$ cat config.mk
export PLATFORM = sky130hd
export DESIGN_NAME = prefetch_fetcher
export DESIGN_NICKNAME = d
export VERILOG_FILES = /design/src/rtl/prefetch_fetcher.sv
export SDC_FILE = /design/constraint.sdc
export NUM_CORES = 1
export LEC_CHECK = 0
export ABC_AREA = 1
export CORE_MARGIN = 2
export CORE_UTILIZATION = 56
export DETAILED_ROUTE_END_ITERATION = 8
export PLACE_DENSITY = 0.8
export SLEW_MARGIN = 20
export SYNTH_ARGS = -nofsm -noshare
export SYNTH_HDL_FRONTEND = slang
export SYNTH_SLANG_ARGS = --single-unit
$ cat constraint.sdc
create_clock -name clk -period 2.5 [get_ports clk]
set_input_delay 0.5 -clock clk [delete_from_list [all_inputs] [get_ports clk]]
set_output_delay 0.5 -clock clk [all_outputs]
set_load 0.01 [all_outputs]
$ cat src/rtl/prefetch_fetcher.sv
// -----------------------------------------------------------------------------
// prefetch_fetcher
//
// Instruction fetcher with a small prefetch FIFO. It sits between the core's
// decoder and the program-memory controller and keeps one read in flight at a
// time, running ahead of the consumer until the FIFO is full. A redirect
// flushes the FIFO and restarts fetching at a new PC.
//
// Parameters
//   PROGRAM_MEM_ADDR_BITS  program address width (also the PC width)
//   PROGRAM_MEM_DATA_BITS  instruction width
//   FIFO_DEPTH             prefetch entries (power of two, >= 2)
//
// Ports
//   clk               clock, rising edge
//   reset             asynchronous active-high reset
//   redirect          one-cycle pulse: flush and restart at redirect_pc
//   redirect_pc       new fetch PC, sampled while redirect is high
//   mem_read_valid    registered read request to program memory
//   mem_read_address  registered read address
//   mem_read_ready    memory completes the request this cycle
//   mem_read_data     returned instruction, valid with mem_read_ready
//   instr_valid       FIFO head is valid
//   instruction       FIFO head instruction (0 when instr_valid is low)
//   instr_pc          PC of the FIFO head (0 when instr_valid is low)
//   instr_ready       consumer pops the head when instr_valid is also high
// -----------------------------------------------------------------------------
module prefetch_fetcher #(
    parameter int PROGRAM_MEM_ADDR_BITS = 8,
    parameter int PROGRAM_MEM_DATA_BITS = 16,
    parameter int FIFO_DEPTH            = 4
) (
    input  logic                             clk,
    input  logic                             reset,
    input  logic                             redirect,
    input  logic [PROGRAM_MEM_ADDR_BITS-1:0] redirect_pc,
    output logic                             mem_read_valid,
    output logic [PROGRAM_MEM_ADDR_BITS-1:0] mem_read_address,
    input  logic                             mem_read_ready,
    input  logic [PROGRAM_MEM_DATA_BITS-1:0] mem_read_data,
    output logic                             instr_valid,
    output logic [PROGRAM_MEM_DATA_BITS-1:0] instruction,
    output logic [PROGRAM_MEM_ADDR_BITS-1:0] instr_pc,
    input  logic                             instr_ready
);

    localparam int AW    = PROGRAM_MEM_ADDR_BITS;
    localparam int DW    = PROGRAM_MEM_DATA_BITS;
    localparam int PTR_W = $clog2(FIFO_DEPTH);
    localparam int CNT_W = PTR_W + 1;

    localparam logic [CNT_W-1:0] DEPTH_CNT = CNT_W'(FIFO_DEPTH);
    localparam logic [CNT_W-1:0] CNT_ONE   = CNT_W'(1);
    localparam logic [PTR_W-1:0] PTR_ONE   = PTR_W'(1);
    localparam logic [AW-1:0]    PC_ONE    = AW'(1);

    typedef enum logic [1:0] {
        IDLE    = 2'd0,
        WAIT    = 2'd1,
        DISCARD = 2'd2
    } state_t;

    state_t           state;
    logic [AW-1:0]    fetch_pc;
    logic [CNT_W-1:0] count;
    logic [PTR_W-1:0] rd_ptr;
    logic [PTR_W-1:0] wr_ptr;

    logic [AW-1:0]    pc_mem   [FIFO_DEPTH];
    logic [DW-1:0]    data_mem [FIFO_DEPTH];

    logic             pop;
    logic             push;
    logic [CNT_W-1:0] pop_cnt;
    logic [CNT_W-1:0] push_cnt;
    logic [CNT_W-1:0] count_after_pop;
    logic [CNT_W-1:0] count_after;
    logic             room_after_pop;
    logic             room_after;

    // A response is only kept when it belongs to a live request; a redirect
    // in the same cycle makes it stale, so it is dropped instead.
    assign pop  = instr_valid & instr_ready;
    assign push = (state == WAIT) & mem_read_ready & ~redirect;

    assign pop_cnt         = pop  ? CNT_ONE : '0;
    assign push_cnt        = push ? CNT_ONE : '0;
    assign count_after_pop = count - pop_cnt;
    assign count_after     = count_after_pop + push_cnt;

    // Issue decisions look at the occupancy after this cycle's pop (and push),
    // which guarantees a returning word always has a free slot.
    assign room_after_pop = (count_after_pop < DEPTH_CNT);
    assign room_after     = (count_after < DEPTH_CNT);

    // Request FSM. Only one read is ever outstanding. A redirect while a read
    // is in flight cannot retract it, so DISCARD holds the request until the
    // memory answers and then throws the answer away. If that answer arrives
    // in the same cycle as a further redirect, the outstanding read is still
    // finished off (valid dropped) rather than re-issued to the old address.
    always_ff @(posedge clk or posedge reset) begin
        if (reset) begin
            state            <= IDLE;
            fetch_pc         <= '0;
            mem_read_valid   <= 1'b0;
            mem_read_address <= '0;
        end else begin
            case (state)
                IDLE: begin
                    if (redirect) begin
                        fetch_pc <= redirect_pc;
                    end else if (room_after_pop) begin
                        mem_read_valid   <= 1'b1;
                        mem_read_address <= fetch_pc;
                        state            <= WAIT;
                    end
                end
                WAIT: begin
                    if (redirect) begin
                        fetch_pc <= redirect_pc;
                        if (mem_read_ready) begin
                            mem_read_valid <= 1'b0;
                            state          <= IDLE;
                        end else begin
                            state <= DISCARD;
                        end
                    end else if (mem_read_ready) begin
                        fetch_pc <= fetch_pc + PC_ONE;
                        if (room_after) begin
                            mem_read_address <= fetch_pc + PC_ONE;
                        end else begin
                            mem_read_valid <= 1'b0;
                            state          <= IDLE;
                        end
                    end
                end
                DISCARD: begin
                    if (redirect) begin
                        fetch_pc <= redirect_pc;
                    end
                    if (mem_read_ready) begin
                        mem_read_valid <= 1'b0;
                        state          <= IDLE;
                    end
                end
                default: begin
                    state          <= IDLE;
                    mem_read_valid <= 1'b0;
                end
            endcase
        end
    end

    // FIFO bookkeeping. A redirect empties the FIFO outright; the pop that
    // may coincide with it has already handed the head to the consumer.
    always_ff @(posedge clk or posedge reset) begin
        if (reset) begin
            count  <= '0;
            rd_ptr <= '0;
            wr_ptr <= '0;
        end else if (redirect) begin
            count  <= '0;
            rd_ptr <= '0;
            wr_ptr <= '0;
        end else begin
            count <= count_after;
            if (push) begin
                wr_ptr <= wr_ptr + PTR_ONE;
            end
            if (pop) begin
                rd_ptr <= rd_ptr + PTR_ONE;
            end
        end
    end

    // FIFO storage; the pushed PC is the address of the request that just
    // completed, which always equals fetch_pc while in WAIT.
    always_ff @(posedge clk) begin
        if (push) begin
            pc_mem[wr_ptr]   <= fetch_pc;
            data_mem[wr_ptr] <= mem_read_data;
        end
    end

    // Head presentation: no bypass, and the outputs are forced to zero when
    // the FIFO is empty so the consumer never sees stale entries.
    assign instr_valid = (count != '0);
    assign instruction = instr_valid ? data_mem[rd_ptr] : '0;
    assign instr_pc    = instr_valid ? pc_mem[rd_ptr]   : '0;

endmodule

-- Yosys cells after proc, flatten, opt, wreduce, memory -nomap -nowiden
Memory sizes are Yosys's and may differ from the RTL's.
Cells that the tools add are included.
- word-level logic and storage cells: 78
- memories: 2
- register bits after elaboration: 26
- bits in writable memories: 96
- output and inout port bits: 34
- memory list (name ; depth ; width ; read ports ; clocked after memory_dff ; wr ports ; RTL line ; text):
    data_mem ; 4 ; 16 ; 1 ; 0 ; 1 ; 70 ; logic [DW-1:0] data_mem [FIFO_DEPTH];
    pc_mem ; 4 ; 8 ; 1 ; 0 ; 1 ; 69 ; logic [AW-1:0] pc_mem [FIFO_DEPTH];
- equal/unequal tests: 11
- $add $sub $neg: 5
- reductions and logical operators: 11
- bitwise operators: 4
- mux-type cells: 36
- order comparisons: 2
- operator list (kind ; number):
    $mux W8 ; 9
    $pmux W8 S2 ; 2
    $mux W2 ; 11
    $mux W16 ; 1
    $ne A2 B2 Y1 const B ; 6
    $mux W1 ; 10
    $add A8 B1 Y8 const B ; 1
    $reduce_bool A2 Y1 ; 4
    $lt A3 B3 Y1 const B ; 2
    $ne A3 B3 Y1 const B ; 2
    $pmux W2 S3 ; 1
    $reduce_and A6 Y1 ; 1
    $reduce_and A5 Y1 ; 1
    $add A2 B1 Y2 const B ; 2
    $reduce_and A4 Y1 ; 1
    $add A3 B1 Y3 ; 1
    $and A1 B1 Y1 ; 3
    $mux W3 ; 1
    $pmux W1 S3 ; 1
    $reduce_and A3 Y1 ; 1
    $reduce_bool A3 Y1 ; 1
    $sub A3 B1 Y3 ; 1
    $eq A2 B1 Y1 const B ; 1
    $eq A2 B2 Y1 const B ; 1
    other kinds (4) ; 4

-- Depth between registers and ports, before layout
- word-level depth: 10
- gate-level depth with buffers: 15

-- Worst setup path before layout
No wires, ideal clock.
- path type: input to register
- start point: in redirect
- end point: mem data_mem[0][0] (netlist name) (enable)
- stages: 4
- buffers on the path: 1
- arrival: 1.967 ns
- data required time: 2.095 ns
- path slack: 0.128 ns
- library setup time: 0.405 ns
- cell sequence: buf_2 -> inv_2 -> nand3_1 -> nor2_1
- word-level cells in the longest chain between the ends: 4
- RTL lines (item ; RTL line ; text):
    start: declaration ; 35 ; input logic redirect,
    $not A1 Y1 ; 84 ; assign push = (state == WAIT) & mem_read_ready & ~redirect;
    $and A1 B1 Y1 ; 84 ;
    $mux W1 ; 179 ; if (push) begin
    $mux W1 (implied by the code) ; 181 ; data_mem[wr_ptr] <= mem_read_data;
    end: declaration ; 70 ;
No other way between the ends.

-- Final worst setup path
- start point: reg rd_ptr[0]
- end point: out instruction[13]
- word-level cells in the longest chain between the ends: 2
- RTL lines (item ; RTL line ; text):
    start: declaration ; 66 ; logic [PTR_W-1:0] rd_ptr;
    start signal: assignment ; 171 ; rd_ptr <= rd_ptr + PTR_ONE;
    $mem_v2 Z4 W16 ; -- ;
    $mux W16 ; 188 ; assign instruction = instr_valid ? data_mem[rd_ptr] : '0;
    end: declaration ; 42 ; output logic [PROGRAM_MEM_DATA_BITS-1:0] instruction,
No other way between the ends.

==> PnR_summary.wiki <==
{| class="wikitable"
! Metric !! Value
|-
| Largest cells by area after synthesis || sky130_fd_sc_hd__edfxtp_1, sky130_fd_sc_hd__dfrtp_1, sky130_fd_sc_hd__nor2_1
|-
| Floorplan die height || 101 um
|-
| Critical setup path kind || flop to output port
|-
| Synthesized cell area || 5310 sq um
|-
| Routed length per instance || 15.9 um
|-
| Number of register bits inferred by synthesis || 122
|-
| Buffer type at the clock tree root || sky130_fd_sc_hd__clkbuf_8
|-
| IR Drop Worst-Case VDD || 0.000750 V
|-
| Total half-perimeter wirelength after legalization and detailed placement || 7.08 mm
|-
| End of the worst register-to-register path || mem_read_address[7]$_DFFE_PP0P_
|-
| Footprint of the flip-flops and latches || 3530 sq um
|-
| Number of antenna repair diodes || 0
|-
| Filler instances || 624
|-
| Worst skew pair latency || 0.52 ns
|-
| Total via count after detailed routing || 3976
|-
| Final layout net count || 636
|-
| H-tree levels || 4
|-
| Number of standard cells after synthesis || 514
|-
| Via count of the first global-routing pass || 3996
|-
| Horizontal die dimension || 101 um
|-
| Fraction of post-synthesis cell area in the top cell type by area || 54.3%
|-
| Violated checks || setup timing
|-
| Number of optimization iterations in the first detailed-route pass || 5
|-
| Post-Route Hold Slack || 0.333 ns
|-
| Global-route wire length before repair || 18.4 mm
|-
| Tightest slew margin relative to the limit || 75.9%
|-
| CP arrival || 2.06 ns
|-
| TritonCTS clock tree || yes
|-
| Largest net degree at the start of global routing || 32
|-
| Post-layout util || 74.0%
|-
| Fraction of final layout cells sized beyond drive strength 1 || 13.7%
|-
| Net Count, Synth || 552
|-
| Capture point of the critical path || instruction[13]
|-
| Area used by multi-input combinational logic || 1560 sq um
|-
| Post-layout worst setup margin || -0.0627 ns
|-
| Antenna Violating Nets Remaining || 0
|-
| Least-Margin Pin Slew || 0.358 ns
|-
| Origin of the critical flop-to-flop path || count[2]$_DFF_PP0_
|-
| Cell type with the highest aggregate area in the netlist || sky130_fd_sc_hd__edfxtp_1
|-
| Vias per cell || 5.37
|-
| Dpl ws || -0.133 ns
|-
| Total length of routed wires || 11.8 mm
|-
| Final setup violation count || 1
|-
| Placement row count || 35
|-
| Post-synthesis area per instance || 10.3 sq um
|-
| Source of the critical timing path || rd_ptr[0]$_DFFE_PP0P_
|-
| Clock Sinks || 122
|-
| Power per cell area || 1160 nW/um^2
|-
| Maximum clock skew at final layout || 0.00733 ns
|-
| Status || complete, but fails checks
|-
| Inserted Clock Buffers || 17
|-
| IO Pins || 63
|-
| Total die area || 10300 sq um
|-
| Core box area || 9240 sq um
|-
| Fmax || 390 MHz
|-
| Remaining DRCs || 0
|-
| Buffer depth of the longest clock path || 2
|-
| Starting density of the core || 57.5%
|-
| Worst endpoint required time || 2.00 ns
|-
| Count of pins over their slew limit || 0
|-
| Element type at the critical path end || output port
|-
| Routability-driven placement congestion ratio || 0.911
|-
| Buffers added on ports || 62
|-
| Clock-pin slew on the worst setup and hold paths || 0.06 ns
|-
| Area Growth Syn to Fin || 28.6%
|-
| Sequential cell area fraction in the yosys report || 66.5%
|-
| Tcrit/Tclk final || 103%
|-
| Startpoint types || flop
|-
| Distinct cell type count after synthesis || 26
|-
| Standby leakage power || 2.78 nW
|-
| Total Routing Usage GR || 23.6%
|-
| Yosys warning count || 0
|-
| Hold bufs inserted after CTS || 0
|-
| DRT iter0 DRCs || 274
|-
| RSZ-0062 raised after global routing || true
|-
| Gr ovfl total || 0
|-
| Design Power || 7.95 mW
|-
| Reg2reg setup slack || 0.26 ns
|-
| Depth of the worst register-to-register path || 15
|-
| Post-layout minimum cycle time || 2.56 ns
|-
| Initial antenna violation count || 0
|-
| Number of failing hold endpoints at the final stage || 0
|-
| Max Cap Viol || 0
|-
| Highest fanout seen on the critical path || 15
|-
| Kind of path behind the tightest hold check || input port to async pin
|}
[worst min path at each step]
stage	startpoint	endpoint	slack, ns	cells after the start
CTS	reset	count[0]$_DFF_PP0_	0.34	3
global route	reset	count[0]$_DFF_PP0_	0.41	3
global placement	mem_read_address[0]$_DFFE_PP0P_	mem_read_address[0]$_DFFE_PP0P_	0.47	2
detailed placement	mem_read_address[3]$_DFFE_PP0P_	mem_read_address[3]$_DFFE_PP0P_	0.46	2
finish	reset	count[1]$_DFF_PP0_	0.33	3
floorplan	mem_read_address[0]$_DFFE_PP0P_	mem_read_address[0]$_DFFE_PP0P_	0.51	2
[routing by layer]
| layer | global-route usage (%) | up-vias | wire length, um |
|---|---|---|---|
| met1 | 28.9 | 1890 | 4900 |
| li1 | - | 1921 | - |
| met3 | 6.63 | 16 | 681 |
| met4 | 9.15 | 0 | 149 |
| met2 | 39.9 | 149 | 6030 |
| met5 | 0 | - | 0 |
[flip-flops by register name, indices dropped and copies added (netlist names)]
name	count
data_mem	64
fetch_pc	8
rd_ptr	2
pc_mem	32
wr_ptr	2
count	3
mem_read_valid	1
mem_read_address	8
state	2
[cell usage after synthesis (all sizes together)]
library cell and number:
nor2 114, edfxtp 96, nand2 77, o21ai 71, inv 36, a21oi 33
dfrtp 26, nand3 24, buf 15, ha 9, clkbuf 6, clkinv 1
nand3b 1, nand4 1, o22ai 1, o31ai 1, xnor2 1, xor2 1
[stage by stage]
stage / cell area, sq um / instances / setup TNS, ns
3_5_place_dp: 6210 / 705 / -0.977
2_1_floorplan: 5310 / 514 / 0
6_report: 6840 / 740 / -0.0627
3_3_place_gp: 6210 / 705 / -0.163
4_1_cts: 6820 / 738 / -0.191
5_1_grt: 6840 / 740 / -0.184
[critical path: stages (launching register included)]
cell and delay, ns:
sky130_fd_sc_hd__dfrtp_2 0.44, sky130_fd_sc_hd__buf_6 0.16, sky130_fd_sc_hd__clkbuf_16 0.17, sky130_fd_sc_hd__nor2_1 0.05, sky130_fd_sc_hd__nor2_1 0.10, sky130_fd_sc_hd__o21ai_0 0.13, sky130_fd_sc_hd__a21oi_1 0.20, sky130_fd_sc_hd__dlygate4sd2_1 0.29
[logic make-up (layout without fill, tap and decap cells)]
family	count (synthesis)	count (layout)	synth area share, %
compound gates	106	106	10.1
xor+xnor	2	2	0.330
fa+ha+maj	9	9	2.12
buf+inv	58	155	4.57
flops	122	122	66.5
simple gates	217	217	16.4
[power by group]
| group | switching [mW] | internal, mW |
|---|---|---|
| Sequential | 0.257 | 2.54 |
| Combinational | 1.71 | 1.15 |
| Clock | 0.880 | 1.42 |
| Total | 2.85 | 5.11 |
[cells in the final DEF, fill, tap and decap left out, types with 6 or more instances in the layout]
cell	instances
sky130_fd_sc_hd__clkbuf_16	17
sky130_fd_sc_hd__dfrtp_1	25
sky130_fd_sc_hd__clkdlybuf4s50_1	38
sky130_fd_sc_hd__ha_1	9
sky130_fd_sc_hd__a21oi_1	32
sky130_fd_sc_hd__nand2_1	72
sky130_fd_sc_hd__edfxtp_1	96
sky130_fd_sc_hd__o21ai_1	6
sky130_fd_sc_hd__buf_12	6
sky130_fd_sc_hd__buf_4	13
sky130_fd_sc_hd__nor2_1	109
sky130_fd_sc_hd__clkbuf_2	10
sky130_fd_sc_hd__nand3_1	23
sky130_fd_sc_hd__dlygate4sd2_1	10
sky130_fd_sc_hd__inv_1	31
sky130_fd_sc_hd__o21ai_0	65
[cell type report]
cell class                 count  area share, %
sequential                   122           51.7
multi-input combinational    334           22.9
timing repair buffer          86           12.6
clock buffer                  18           6.11
tap                          129           2.36
clock inverter                14           2.18
inverter                      37           2.11
[repair_timing]
| action | in CTS | in global routing |
|---|---|---|
| gates cloned | 1 | 1 |
| buffers inserted | 0 | 1 |
| pin swaps | 0 | 1 |
| gates resized for setup | 36 | 30 |
| setup endpoints to repair | 24 | 23 |
Power figures use the tool's default switching activity.
